[src/rtl/nms_stream_tx_if.sv]
// Stream bundle between the score pipeline, the transmitter and the NMS
// line-buffer window: valid/ready score input plus the ce-strobed output.
interface nms_stream_tx_if #(
  parameter int SCORE_W = 13
);
  logic               s_valid;
  logic               s_ready;
  logic               s_sof;
  logic [SCORE_W-1:0] s_score;
  logic               ce;
  logic [9:0]         x_coord_out;
  logic [9:0]         y_coord_out;
  logic [SCORE_W-1:0] data_out;

  // Producer side: drives scores, observes ready and the emitted stream.
  modport master (
    output s_valid, s_sof, s_score,
    input  s_ready, ce, x_coord_out, y_coord_out, data_out
  );

  // Transmitter side.
  modport slave (
    input  s_valid, s_sof, s_score,
    output s_ready, ce, x_coord_out, y_coord_out, data_out
  );
endinterface

[src/rtl/nms_stream_tx.sv]
// Raster-stream transmitter feeding the NMS window. Tags accepted scores
// with raster coordinates, emits them as a registered ce strobe, and at
// frame end appends zero-score flush pixels so the window drains.
// Optional feature macro: NMS_STREAM_TX_ERR_CNT_EN adds sof_err_cnt and
// drop_cnt error counters.
module nms_stream_tx #(
  parameter int COL_NUM  = 640,
  parameter int ROW_NUM  = 480,
  parameter int NMS_SIZE = 3,
  parameter int SCORE_W  = 13
) (
  input  logic         clk,
  input  logic         rst,
  nms_stream_tx_if.slave bus,
  output logic         frame_done,
  output logic         sof_err
`ifdef NMS_STREAM_TX_ERR_CNT_EN
  ,
  output logic [7:0]   sof_err_cnt,
  output logic [15:0]  drop_cnt
`endif
);

  localparam int FLUSH_LEN = (NMS_SIZE / 2) * COL_NUM + NMS_SIZE / 2;
  localparam int FW        = $clog2(FLUSH_LEN + 1);

  localparam logic [9:0]    X_LAST  = 10'(COL_NUM - 1);
  localparam logic [9:0]    Y_LAST  = 10'(ROW_NUM - 1);
  localparam logic [9:0]    Y_FLUSH = 10'(ROW_NUM);
  localparam logic [FW-1:0] F_LAST  = FW'(FLUSH_LEN - 1);

  typedef enum logic [1:0] {
    S_IDLE   = 2'd0,
    S_ACTIVE = 2'd1,
    S_FLUSH  = 2'd2
  } state_t;

  state_t             state_q, state_d;
  logic [9:0]         x_q, x_d, y_q, y_d;
  logic [FW-1:0]      flush_q, flush_d;
  logic               ce_q, ce_d;
  logic [9:0]         xo_q, xo_d, yo_q, yo_d;
  logic [SCORE_W-1:0] data_q, data_d;
  logic               last_flush, last_q;
  logic               drop_ev, sof_ev;
  logic               take, xfer;
  logic [9:0]         ex, ey;

  // Ready is held low during reset and while flush pixels are emitted.
  assign bus.s_ready = !rst && (state_q != S_FLUSH);
  assign xfer        = bus.s_valid && bus.s_ready;

  assign bus.ce          = ce_q;
  assign bus.x_coord_out = xo_q;
  assign bus.y_coord_out = yo_q;
  assign bus.data_out    = data_q;

  // Next-state, raster counters and next output beat.
  always_comb begin
    state_d    = state_q;
    x_d        = x_q;
    y_d        = y_q;
    flush_d    = flush_q;
    ce_d       = 1'b0;
    xo_d       = xo_q;
    yo_d       = yo_q;
    data_d     = data_q;
    last_flush = 1'b0;
    drop_ev    = 1'b0;
    sof_ev     = 1'b0;
    take       = 1'b0;
    ex         = x_q;
    ey         = y_q;

    case (state_q)
      S_IDLE: begin
        // Only an SOF beat opens a frame; anything else is dropped.
        if (xfer) begin
          if (bus.s_sof) begin
            take = 1'b1;
            ex   = '0;
            ey   = '0;
          end else begin
            drop_ev = 1'b1;
          end
        end
      end
      S_ACTIVE: begin
        if (xfer) begin
          take = 1'b1;
          // SOF away from the origin: resync the raster to this beat.
          if (bus.s_sof && (x_q != '0 || y_q != '0)) begin
            sof_ev = 1'b1;
            ex     = '0;
            ey     = '0;
          end
        end
      end
      S_FLUSH: begin
        ce_d   = 1'b1;
        xo_d   = x_q;
        yo_d   = y_q;
        data_d = '0;
        if (x_q == X_LAST) begin
          x_d = '0;
          y_d = y_q + 10'd1;
        end else begin
          x_d = x_q + 10'd1;
        end
        if (flush_q == F_LAST) begin
          state_d    = S_IDLE;
          x_d        = '0;
          y_d        = '0;
          flush_d    = '0;
          last_flush = 1'b1;
        end else begin
          flush_d = flush_q + 1'b1;
        end
      end
      default: state_d = S_IDLE;
    endcase

    // Accepted beat: emit at (ex,ey), then advance or start the flush.
    if (take) begin
      ce_d   = 1'b1;
      xo_d   = ex;
      yo_d   = ey;
      data_d = bus.s_score;
      if (ex == X_LAST && ey == Y_LAST) begin
        state_d = S_FLUSH;
        x_d     = '0;
        y_d     = Y_FLUSH;
        flush_d = '0;
      end else begin
        state_d = S_ACTIVE;
        if (ex == X_LAST) begin
          x_d = '0;
          y_d = ey + 10'd1;
        end else begin
          x_d = ex + 10'd1;
          y_d = ey;
        end
      end
    end
  end

  // State, counters, registered output beat and status flags.
  always_ff @(posedge clk) begin
    if (rst) begin
      state_q    <= S_IDLE;
      x_q        <= '0;
      y_q        <= '0;
      flush_q    <= '0;
      ce_q       <= 1'b0;
      xo_q       <= '0;
      yo_q       <= '0;
      data_q     <= '0;
      last_q     <= 1'b0;
      frame_done <= 1'b0;
      sof_err    <= 1'b0;
    end else begin
      state_q    <= state_d;
      x_q        <= x_d;
      y_q        <= y_d;
      flush_q    <= flush_d;
      ce_q       <= ce_d;
      xo_q       <= xo_d;
      yo_q       <= yo_d;
      data_q     <= data_d;
      // frame_done trails the last flush beat by one cycle.
      last_q     <= last_flush;
      frame_done <= last_q;
      sof_err    <= sof_err | sof_ev;
    end
  end

`ifdef NMS_STREAM_TX_ERR_CNT_EN
  // Saturating counters for mid-frame SOFs and beats dropped in IDLE.
  always_ff @(posedge clk) begin
    if (rst) begin
      sof_err_cnt <= '0;
      drop_cnt    <= '0;
    end else begin
      if (sof_ev && sof_err_cnt != 8'hFF)
        sof_err_cnt <= sof_err_cnt + 8'd1;
      if (drop_ev && drop_cnt != 16'hFFFF)
        drop_cnt <= drop_cnt + 16'd1;
    end
  end
`endif

endmodule

[src/flat_wrapper.sv]
// flat-port wrapper written by rule: the top's interface ports become plain ports
module nms_stream_tx_flat 
#(
  parameter int COL_NUM  = 640,
  parameter int ROW_NUM  = 480,
  parameter int NMS_SIZE = 3,
  parameter int SCORE_W  = 13
)
  (clk, rst, frame_done, sof_err, bus_s_valid, bus_s_sof, bus_s_score, bus_s_ready, bus_ce, bus_x_coord_out, bus_y_coord_out, bus_data_out);
  nms_stream_tx_if #(.SCORE_W(SCORE_W)) bus_i ();
  input  logic clk;
  input  logic rst;
  output logic frame_done;
  output logic sof_err;
  input wire logic [$bits(bus_i.s_valid)-1:0] bus_s_valid;
  input wire logic [$bits(bus_i.s_sof)-1:0] bus_s_sof;
  input wire logic [$bits(bus_i.s_score)-1:0] bus_s_score;
  output wire logic [$bits(bus_i.s_ready)-1:0] bus_s_ready;
  output wire logic [$bits(bus_i.ce)-1:0] bus_ce;
  output wire logic [$bits(bus_i.x_coord_out)-1:0] bus_x_coord_out;
  output wire logic [$bits(bus_i.y_coord_out)-1:0] bus_y_coord_out;
  output wire logic [$bits(bus_i.data_out)-1:0] bus_data_out;
  assign bus_i.s_valid = bus_s_valid;
  assign bus_i.s_sof = bus_s_sof;
  assign bus_i.s_score = bus_s_score;
  assign bus_s_ready = bus_i.s_ready;
  assign bus_ce = bus_i.ce;
  assign bus_x_coord_out = bus_i.x_coord_out;
  assign bus_y_coord_out = bus_i.y_coord_out;
  assign bus_data_out = bus_i.data_out;
  nms_stream_tx #(.COL_NUM(COL_NUM), .ROW_NUM(ROW_NUM), .NMS_SIZE(NMS_SIZE), .SCORE_W(SCORE_W)) u_core (.clk(clk), .rst(rst), .bus(bus_i), .frame_done(frame_done), .sof_err(sof_err));
endmodule
[config.mk]
export PLATFORM = sky130hd
export DESIGN_NAME = nms_stream_tx_flat
export DESIGN_NICKNAME = d
export VERILOG_FILES = /design/src/rtl/nms_stream_tx_if.sv /design/src/rtl/nms_stream_tx.sv /design/src/flat_wrapper.sv
export SDC_FILE = /design/constraint.sdc
export NUM_CORES = 1
export LEC_CHECK = 0
export ABC_CLOCK_PERIOD_IN_PS = 5700
export BUFFER_PORTS_ARGS = -buffer_cell sky130_fd_sc_hd__buf_2
export CORE_MARGIN = 2
export CORE_UTILIZATION = 54
export CTS_CLUSTER_DIAMETER = 50
export CTS_CLUSTER_SIZE = 25
export DETAILED_ROUTE_END_ITERATION = 8
export PLACE_DENSITY = 0.76
export SLEW_MARGIN = 20
export SYNTH_ARGS = -nofsm -noshare
export SYNTH_HDL_FRONTEND = slang
export SYNTH_SLANG_ARGS = --single-unit
[constraint.sdc]
create_clock -name clk -period 5.7 [get_ports clk]
set_clock_uncertainty 0.1 [all_clocks]
set_input_delay 1.14 -clock clk [delete_from_list [all_inputs] [get_ports clk]]
set_output_delay 1.14 -clock clk [all_outputs]
set_load 0.005 [all_outputs]
Word level (Yosys, flattened, before mapping)
Index checks and enable logic that the tools add are counted.
{"block": "totals", "register_bits": 69, "output_inout_bits": 37, "wordCells": 88}
{"block": "classes", "n_addsub": 5, "eq_ne": 9, "n_mux": 46, "bitwise": 2, "reduce_logical": 15}
{"operator": "10-bit two-way mux", "count": 28}
{"operator": "10-bit by 1-bit adder with 10-bit output, second input constant", "count": 5}
{"operator": "10-bit case mux with 2 select lines", "count": 2}
{"operator": "10-bit equality test, second input constant", "count": 3}
{"operator": "13-bit two-way mux", "count": 2}
{"operator": "10-bit nonzero test", "count": 2}
{"operator": "10-bit by 9-bit equality test with 1-bit output, second input constant", "count": 1}
{"operator": "1-bit two-way mux", "count": 9}
{"operator": "2-bit two-way mux", "count": 3}
{"operator": "1-bit logical AND", "count": 4}
{"operator": "2-bit case mux with 2 select lines", "count": 1}
{"operator": "2-bit AND reduction", "count": 2}
{"operator": "2-bit OR reduction", "count": 2}
{"operator": "3-bit by 1-bit inequality test with 1-bit output, second input constant", "count": 1}
{"operator": "3-bit nonzero test", "count": 1}
{"operator": "2-bit by 1-bit equality test with 1-bit output, second input constant", "count": 1}
{"operator": "2-bit equality test, second input constant", "count": 1}
{"operator": "2-bit zero test", "count": 1}
{"operator": "2-bit by 1-bit inequality test with 1-bit output, second input constant", "count": 1}
{"operator": "2-bit inequality test, second input constant", "count": 1}
{"operator": "1-bit case mux with 2 select lines", "count": 1}
{"operator": "2-bit nonzero test", "count": 1}
{"operator": "1-bit zero test", "count": 1}
{"operator": "1-bit logical OR", "count": 1}
{"operator": "other kinds (2)", "count": 2}

Logic depth before layout (Yosys ltp)
Gate-level depths: netlist of the first run.
{"block": "logic_depth", "depth_word": 10, "mapped_depth": 14, "depth_no_buf": 13}

Least setup slack after synthesis of the first run
No wires, ideal clock.
{"block": "synth_path", "path_type": "input to output", "startpoint": "input rst", "endpoint": "output bus_s_ready", "t_arrival_ns": 2.125, "t_required_ns": 4.460, "slack_ns": 2.335, "stages": 4, "n_path_buf": 3, "cell_sequence": "clkbuf_1 clkbuf_1 clkbuf_1 nor2_1"}
{"block": "synth_between", "elab_chain_cells": 2}
{"item": "start: declaration", "line": "flat_wrapper.sv:12", "rtl": "input logic rst;"}
{"item": "1-bit zero test", "line": "nms_stream_tx.sv:50", "rtl": "assign bus.s_ready = !rst && (state_q != S_FLUSH);"}
{"item": "1-bit logical AND", "line": "nms_stream_tx.sv:50"}
{"item": "end: declaration", "line": "flat_wrapper.sv:18", "rtl": "output wire logic [$bits(bus_i.s_ready)-1:0] bus_s_ready;"}
No other way between the ends.

Final worst setup path of the first run
{"block": "layout_path", "startpoint": "input rst", "endpoint": "register u_core.y_q[0]"}
{"block": "layout_between", "elab_chain_cells": 9, "word_cells_on_any_way": 22, "cone_classes": "add/sub (1); eq/ne (2); mux (12); reduce/logical (7)"}
{"item": "1-bit zero test", "line": "nms_stream_tx.sv:50"}
{"item": "1-bit logical AND", "line": "nms_stream_tx.sv:50"}
{"item": "1-bit logical AND", "line": "nms_stream_tx.sv:51", "rtl": "assign xfer = bus.s_valid && bus.s_ready;"}
{"item": "10-bit two-way mux (on tied branches)", "line": "nms_stream_tx.sv:89, nms_stream_tx.sv:78"}
{"item": "10-bit case mux with 2 select lines", "line": "nms_stream_tx.sv:75", "rtl": "case (state_q)"}
{"item": "10-bit by 1-bit adder with 10-bit output (tied with other cells)", "line": "nms_stream_tx.sv:138", "rtl": "y_d = ey + 10'd1;"}
{"item": "10-bit two-way mux / 1-bit logical AND (equally long branches)", "line": "nms_stream_tx.sv:136, nms_stream_tx.sv:129"}
{"item": "10-bit two-way mux", "line": "nms_stream_tx.sv:129", "rtl": "if (ex == X_LAST && ey == Y_LAST) begin"}
{"item": "10-bit two-way mux", "line": "nms_stream_tx.sv:124", "rtl": "if (take) begin"}
{"item": "end signal: assignment", "line": "nms_stream_tx.sv:164", "rtl": "y_q <= y_d;"}
{"item": "end: declaration", "line": "nms_stream_tx.sv:39", "rtl": "logic [9:0] x_q, x_d, y_q, y_d;"}
Several ways; a longest one is shown, not always the timed one.
A chain may end at the register's enable or synchronous reset.

==> summary.txt, run 1 <==
status = finished clean
CP Launch Type = input pin
RSZ-0062 raised after global routing = false
Ys Warns = 0
initial antenna violation count = 0
pwr/cell area = 253 nW/um^2
Final Setup Violations = 0
detailed-route vias per instance = 6.14
final std cells w/o fill = 524
synthesized area = 3580 sq um
TNS Setup = 0 ps
post-synth top area share = 38.6%
Post CTS Setup Buffer Count = 0
synth top area cells = dfxtp_1, nor2_1, a22o_1, a21oi_1, a22oi_1
reg2reg setup slack = 2200 ps
hpwl dp = 6190 um
share of layout cells above drive strength 1 = 21.5%
Main synth FF type = dfxtp_1
drt first pass iters = 4
post-route minimum period = 4110 ps
Final Net Count = 467
row cnt = 29
cell taking the most area after synthesis = dfxtp_1
Reg-to-Reg End = u_core.y_q[0]
Critical Path End Type = flop
number of DRC markers in iteration 0 = 210
WP data arrival = 4200 ps
total clock sinks = 69
Max Cap Viol = 0
vias in the first global route = 3064
Clock Path Buffers = 2
commonest cells in the netlist = dfxtp_1, nor2_1, nand2_1
leakage power = 1.50 nW
final slew viol count = 0
CP peak stage delay = 680 ps
most numerous cell in the Yosys netlist = dfxtp_1
Required @ worst endpoint = 5790 ps
slew margin rel. = 39.7%
fmax = 0.243 GHz
DIE HEIGHT = 85.4 um
H-tree lvl count = 3
Port-buffer cells = 53
CTS clk-pin slew, worst paths = 80 ps
vias = 3215
Yosys cell types = 66
Seq/Total Area, Yosys = 38.6%
cts repair resizes = 0
root buffer cell = clkbuf_8
Synth-to-Final Area Change = 10.8%
period utilization = 72.1%
global-route wire length before repair = 15000 um
crit path launch = rst
Core Box Area = 6390 sq um
Reg2Reg Depth = 12
antenna-violating nets left = 0
Critical-path top delay cell = buf_2
Worst Min Path Start = u_core.last_q
CP Depth = 10
Post-Synthesis Cells = 407
CP Max Fanout = 48
Fin. Hold Viols = 0
GRT Util Overall = 25.9%
largest net degree at the start of global routing = 49
antenna cell count = 0
drt wl/cell = 16.8 um
CTS tree = built
FFs w/ async S/R, synth = 0%
r2r startpoint = u_core.x_q[1]
WP buf/inv = 1
DRC errors left = 0
Setup crit end = u_core.y_q[0]
Avg Synthesized Cell Area = 8.79 sq um
# fillers = 569
syn nets = 432
HP Class = reg2reg
clk_lat worst skew = 350 ps
CTS Hold Bufs = 0
I/O pins = 54
worst-path cell chain = buf_2, and4bb_2, o21a_1, nor2_1, ha_1, and3_1, and3_4, nor3_4, a221oi_1, a211oi_1
crit-path leading delay family = simple AND/OR/NAND/NOR gates
die area = 7290 sq um
Max IR drop VDD = 171 uV
final wirelength = 8830 um
total gr overflow = 0
number of synthesized flops with an enable pin = 0
kind of critical path = in2reg
width of the die = 85.4 um
Yosys reg bits = 69
Initial Util = 56.0%
placed cells = 508
Num CTS Buffers = 9
gpl congestion = 0.960
Slew @ Worst Pin = 905 ps
layout make-up:
class,instances,area (sq um),share of cell area (%)
Tap cell,77,96.3,2.43
Clock inverter,5,60.1,1.52
Timing Repair Buffer,54,273,6.89
Inverter,9,33.8,0.853
Sequential cell,69,1380,34.9
Clock buffer,11,131,3.32
Multi-Input combinational cell,299,1990,50.1
where the power goes:
part | switching (mW) | leakage (nW) | total (mW) | internal [mW]
clock network | 0.193 | 0.0939 | 0.397 | 0.204
logic | 0.0644 | 0.844 | 0.100 | 0.0359
registers | 0.0112 | 0.559 | 0.505 | 0.494
registers in the layout, summed over array words and instances, names as in the netlist:
signal / count
u_core.bus.x_coord_out: 10
u_core.bus.y_coord_out: 10
u_core.bus.ce: 1
u_core.sof_err: 1
u_core.x_q: 10
u_core.bus.data_out: 13
u_core.state_q: 2
u_core.y_q: 10
u_core.frame_done: 1
u_core.flush_q: 10
u_core.last_q: 1
worst min-delay path by stage:
| stage | end | cells past startpoint |
|---|---|---|
| finish | u_core.frame_done | 1 |
| detailed placement | u_core.frame_done | 1 |
| global route | u_core.frame_done | 1 |
| floorplan | u_core.frame_done | 1 |
| global placement | u_core.frame_done | 1 |
| CTS | u_core.frame_done | 1 |
layout by cell type, fill, tap and decap left out, types with 4 or more instances in the layout:
master | Yosys | layout
nor3_1 | 12 | 12
a22oi_1 | 15 | 15
a221oi_1 | 4 | 4
a31oi_1 | 4 | 4
xnor2_1 | 11 | 11
ha_1 | 8 | 8
a211oi_1 | 7 | 7
nand3_1 | 22 | 22
a21o_1 | 4 | 4
nand4_1 | 5 | 5
o21ai_0 | 10 | 10
dfxtp_1 | 69 | 69
and3_1 | 7 | 7
clkbuf_8 | 0 | 9
xor2_1 | 10 | 10
nor2b_1 | 6 | 6
a21oi_1 | 23 | 23
nor2_1 | 44 | 43
nor4_1 | 5 | 5
buf_2 | 12 | 53
inv_1 | 9 | 9
nand2_1 | 27 | 27
a22o_1 | 16 | 16
layer usage:
layer	up-vias	part of all wire [%]	routed length, um	GRT usage, %
li1	1564	-	-	-
met1	1526	45	3970	35.5
met2	109	47	4110	40.2
met3	16	6.9	610	6.13
met4	0	1.5	135	8.95
met5	-	0	0	0
worst register-to-register path: cells and delay by family, from the launching register on:
family                   cells  cell delay, ps
flip-flops                   1             370
AO/OA/AOI/OAI                3             790
adder cells (fa/ha/maj)      2             490
AND/OR/NAND/NOR              6            1450
buffers and inverters        1             140
stage by stage:
| step | util, % | area (sq um) | power [mW] | hold WS (ps) | setup WS, ps |
|---|---|---|---|---|---|
| after global placement | 59.0 | 3770 | 0.613 | 324 | 1340 |
| after detailed placement | 59.0 | 3770 | 0.615 | 322 | 1240 |
| after global routing | 62.0 | 3960 | 1.04 | 371 | 1320 |
| after floorplan | - | 3580 | 0.587 | 314 | 2330 |
| final | 62.0 | 3960 | 1.00 | 336 | 1590 |
| after CTS | 62.0 | 3960 | 1.01 | 334 | 1630 |
cells by family after synthesis:
family / Yosys count / synth area share [%]
DFF: 69 / 38.6
xor gates and xnor gates: 21 / 5.14
adders and majority gates: 8 / 2.80
and+or+nand+nor: 159 / 24.8
buffers and inverters: 39 / 5.91
AOI/OAI and AO/OA: 111 / 22.7
Note: power is estimated with default switching activity, not from simulation.
==> run 2: changes to the inputs <==
Settings changed: ABC_CLOCK_PERIOD_IN_PS 5700 to 3300, CORE_UTILIZATION 54 to 51.
Clock period 5.7 ns to 3.3 ns, I/O delays scaled along.
==> run 2 against run 1 <==
Critical path depth grew 3. Sequential share of layout area is 1.5 points lower. Hold slack better by 3.2 ps. Final cell count is 7.6% higher. Global-route usage decreased by 0.97 points. Clock-buffer cell count increased by 1. Power increased by 72%. Worst setup slack got worse by 1400 ps. Sequential power rose by 72%. Critical path type is now reg2reg.
==> summary.txt, run 2 (synthesis results as in run 1) <==
most common cell after layout, fill and taps aside = dfxtp_1 (unchanged)
Fin. Hold Viols = 0 (unchanged)
worst hold slack = 339 ps (was 336 ps)
CP peak stage delay = 330 ps (was 680 ps)
antenna cell count = 0 (unchanged)
largest net degree at the start of global routing = 47 (was 49)
global-route wire length before repair = 15100 um (was 15000 um)
Final Setup Violations = 0 (unchanged)
pwr/cell area = 416 nW/um^2 (was 253 nW/um^2)
fmax = 0.325 GHz
Crit path top cell by count = nand3_1
kind of critical path = reg2reg (was in2reg)
share of layout cells above drive strength 1 = 25.0% (was 21.5%)
H-tree lvl count = 3 (unchanged)
end of the worst hold path = u_core.frame_done (unchanged)
vias in the first global route = 3084 (was 3064)
die area = 7700 sq um (was 7290 sq um)
Synth-to-Final Area Change = 15.7% (was 10.8%)
HP Class = reg2reg (unchanged)
status = finished clean (unchanged)
TNS Setup = 0 ps (unchanged)
CTS Hold Bufs = 0 (unchanged)
Port-buffer cells = 53 (unchanged)
DRC errors left = 0 (unchanged)
Initial Util = 52.6% (was 56.0%)
row cnt = 30 (was 29)
drt first pass iters = 6 (was 4)
Reg2Reg Depth = 13 (was 12)
r2r startpoint = u_core.x_q[0] (was u_core.x_q[1])
CP Max Fanout = 6 (was 48)
post-route minimum period = 3080 ps
detailed-route vias per instance = 5.96 (was 6.14)
initial antenna violation count = 0 (unchanged)
RSZ-0062 raised after global routing = false (unchanged)
# fillers = 601 (was 569)
Critical Path End Type = flop (unchanged)
gpl congestion = 0.917 (was 0.960)
WP buf/inv = 1 (unchanged)
CTS clk-pin slew, worst paths = 70 ps (was 80 ps)
Worst Min Path Start = u_core.last_q (unchanged)
vias = 3363 (was 3215)
reg2reg setup slack = 220 ps (was 2200 ps)
period utilization = 93.3%
Max Cap Viol = 0 (unchanged)
I/O pins = 54 (unchanged)
slew margin rel. = 34.2% (was 39.7%)
CP Launch Type = flop (was input pin)
root buffer cell = clkbuf_8 (unchanged)
commonest non-fill, non-tap cells in the layout = dfxtp_1, buf_2, nor2_1 (unchanged)
Max IR drop VDD = 348 uV (was 171 uV)
number of DRC markers in iteration 0 = 294 (was 210)
WP data arrival = 3220 ps (was 4200 ps)
max FFs per register = 13 (unchanged)
drt wl/cell = 16.3 um (was 16.8 um)
hpwl dp = 6460 um (was 6190 um)
Num CTS Buffers = 9 (unchanged)
Required @ worst endpoint = 3440 ps (was 5790 ps)
Slew @ Worst Pin = 984 ps (was 905 ps)
CTS tree = built (unchanged)
total gr overflow = 0 (unchanged)
clk_lat worst skew = 360 ps (was 350 ps)
Core Box Area = 6790 sq um (was 6390 sq um)
final slew viol count = 0 (unchanged)
Power, Total = 1.72 mW (was 1.00 mW)
Min-Delay Path Depth = 1 (unchanged)
Clock Path Buffers = 2 (unchanged)
DIE HEIGHT = 87.7 um (was 85.4 um)
width of the die = 87.7 um (was 85.4 um)
final wirelength = 9180 um (was 8830 um)
GRT Util Overall = 25.0% (was 25.9%)
Final Net Count = 488 (was 467)
Layout Utilization = 60.9% (was 62.0%)
crit-path leading delay family = simple AND/OR/NAND/NOR gates (unchanged)
total clock sinks = 69 (unchanged)
leakage power = 1.61 nW (was 1.50 nW)
worst-path cell chain = inv_1, ha_1, nor4bb_1, nand3_1, o21a_2, nor2_1, ha_1, nand3_1, a21oi_2, nand3_1, or3_1, a31o_2, a32o_1 (was buf_2, and4bb_2, o21a_1, nor2_1, ha_1, and3_1, and3_4, nor3_4, a221oi_1, a211oi_1)
Critical-path top delay cell = dfxtp_1 (was buf_2)
antenna-violating nets left = 0 (unchanged)
Reg-to-Reg End = u_core.y_q[8] (was u_core.y_q[0])
[run 2: changes by cell type in the layout (fill, tap and decap cells not counted), sizes merged]
cell      change
clkinvlp      -1
buf          +21
clkbuf        +1
clkinv        +1
inv           -1
[run 2: what timing repair did]
item,4_1_cts,5_1_grt
hold endpoints to repair,0,0
buffers inserted,0,0
gates resized for setup,0,2
endpoints found under the setup margin,0,2
[run 2: how the worst max path moves through the flow]
stage / cells past startpoint / endpoint / from / slack (ps)
after CTS: 13 / u_core.y_q[8] / u_core.x_q[1] / 160
after global placement: 13 / u_core.y_q[8] / u_core.x_q[0] / 280
after floorplan: 14 / u_core.y_q[8] / u_core.x_q[0] / 430
final: 13 / u_core.y_q[8] / u_core.x_q[0] / 220
after global routing: 13 / u_core.y_q[8] / u_core.x_q[1] / 10
after detailed placement: 13 / u_core.y_q[8] / u_core.x_q[1] / 180
[run 2: layout make-up]
class	count	area, sq um	area share [%]
clock buffers	12	135	3.27
clock inverters	4	48.8	1.18
inverters	9	33.8	0.816
multi-input cells	299	1990	48.0
flip-flops and latches	69	1380	33.4
well taps	96	120	2.90
repair buffers	75	430	10.4
[run 2: layer usage]
layer	track usage [%]	part of all wire [%]	vias up
met5	0	0	-
met4	13.0	3.0	0
met3	5.09	8.9	29
met2	37.5	46	178
met1	33.8	43	1554
li1	-	-	1602
[run 2: power breakdown]
group	internal [mW]	switching, mW
sequential	0.853	0.0175
combinational	0.0723	0.118
clock	0.349	0.312
[run 2: through the flow]
stage | cell area (sq um) | setup slack [ps] | cells
after floorplan | 3580 | 429 | 407
after global placement | 3950 | 281 | 548
after detailed placement | 3950 | 177 | 548
after CTS | 4130 | 159 | 564
after global routing | 4140 | 10.8 | 564
final | 4140 | 220 | 564
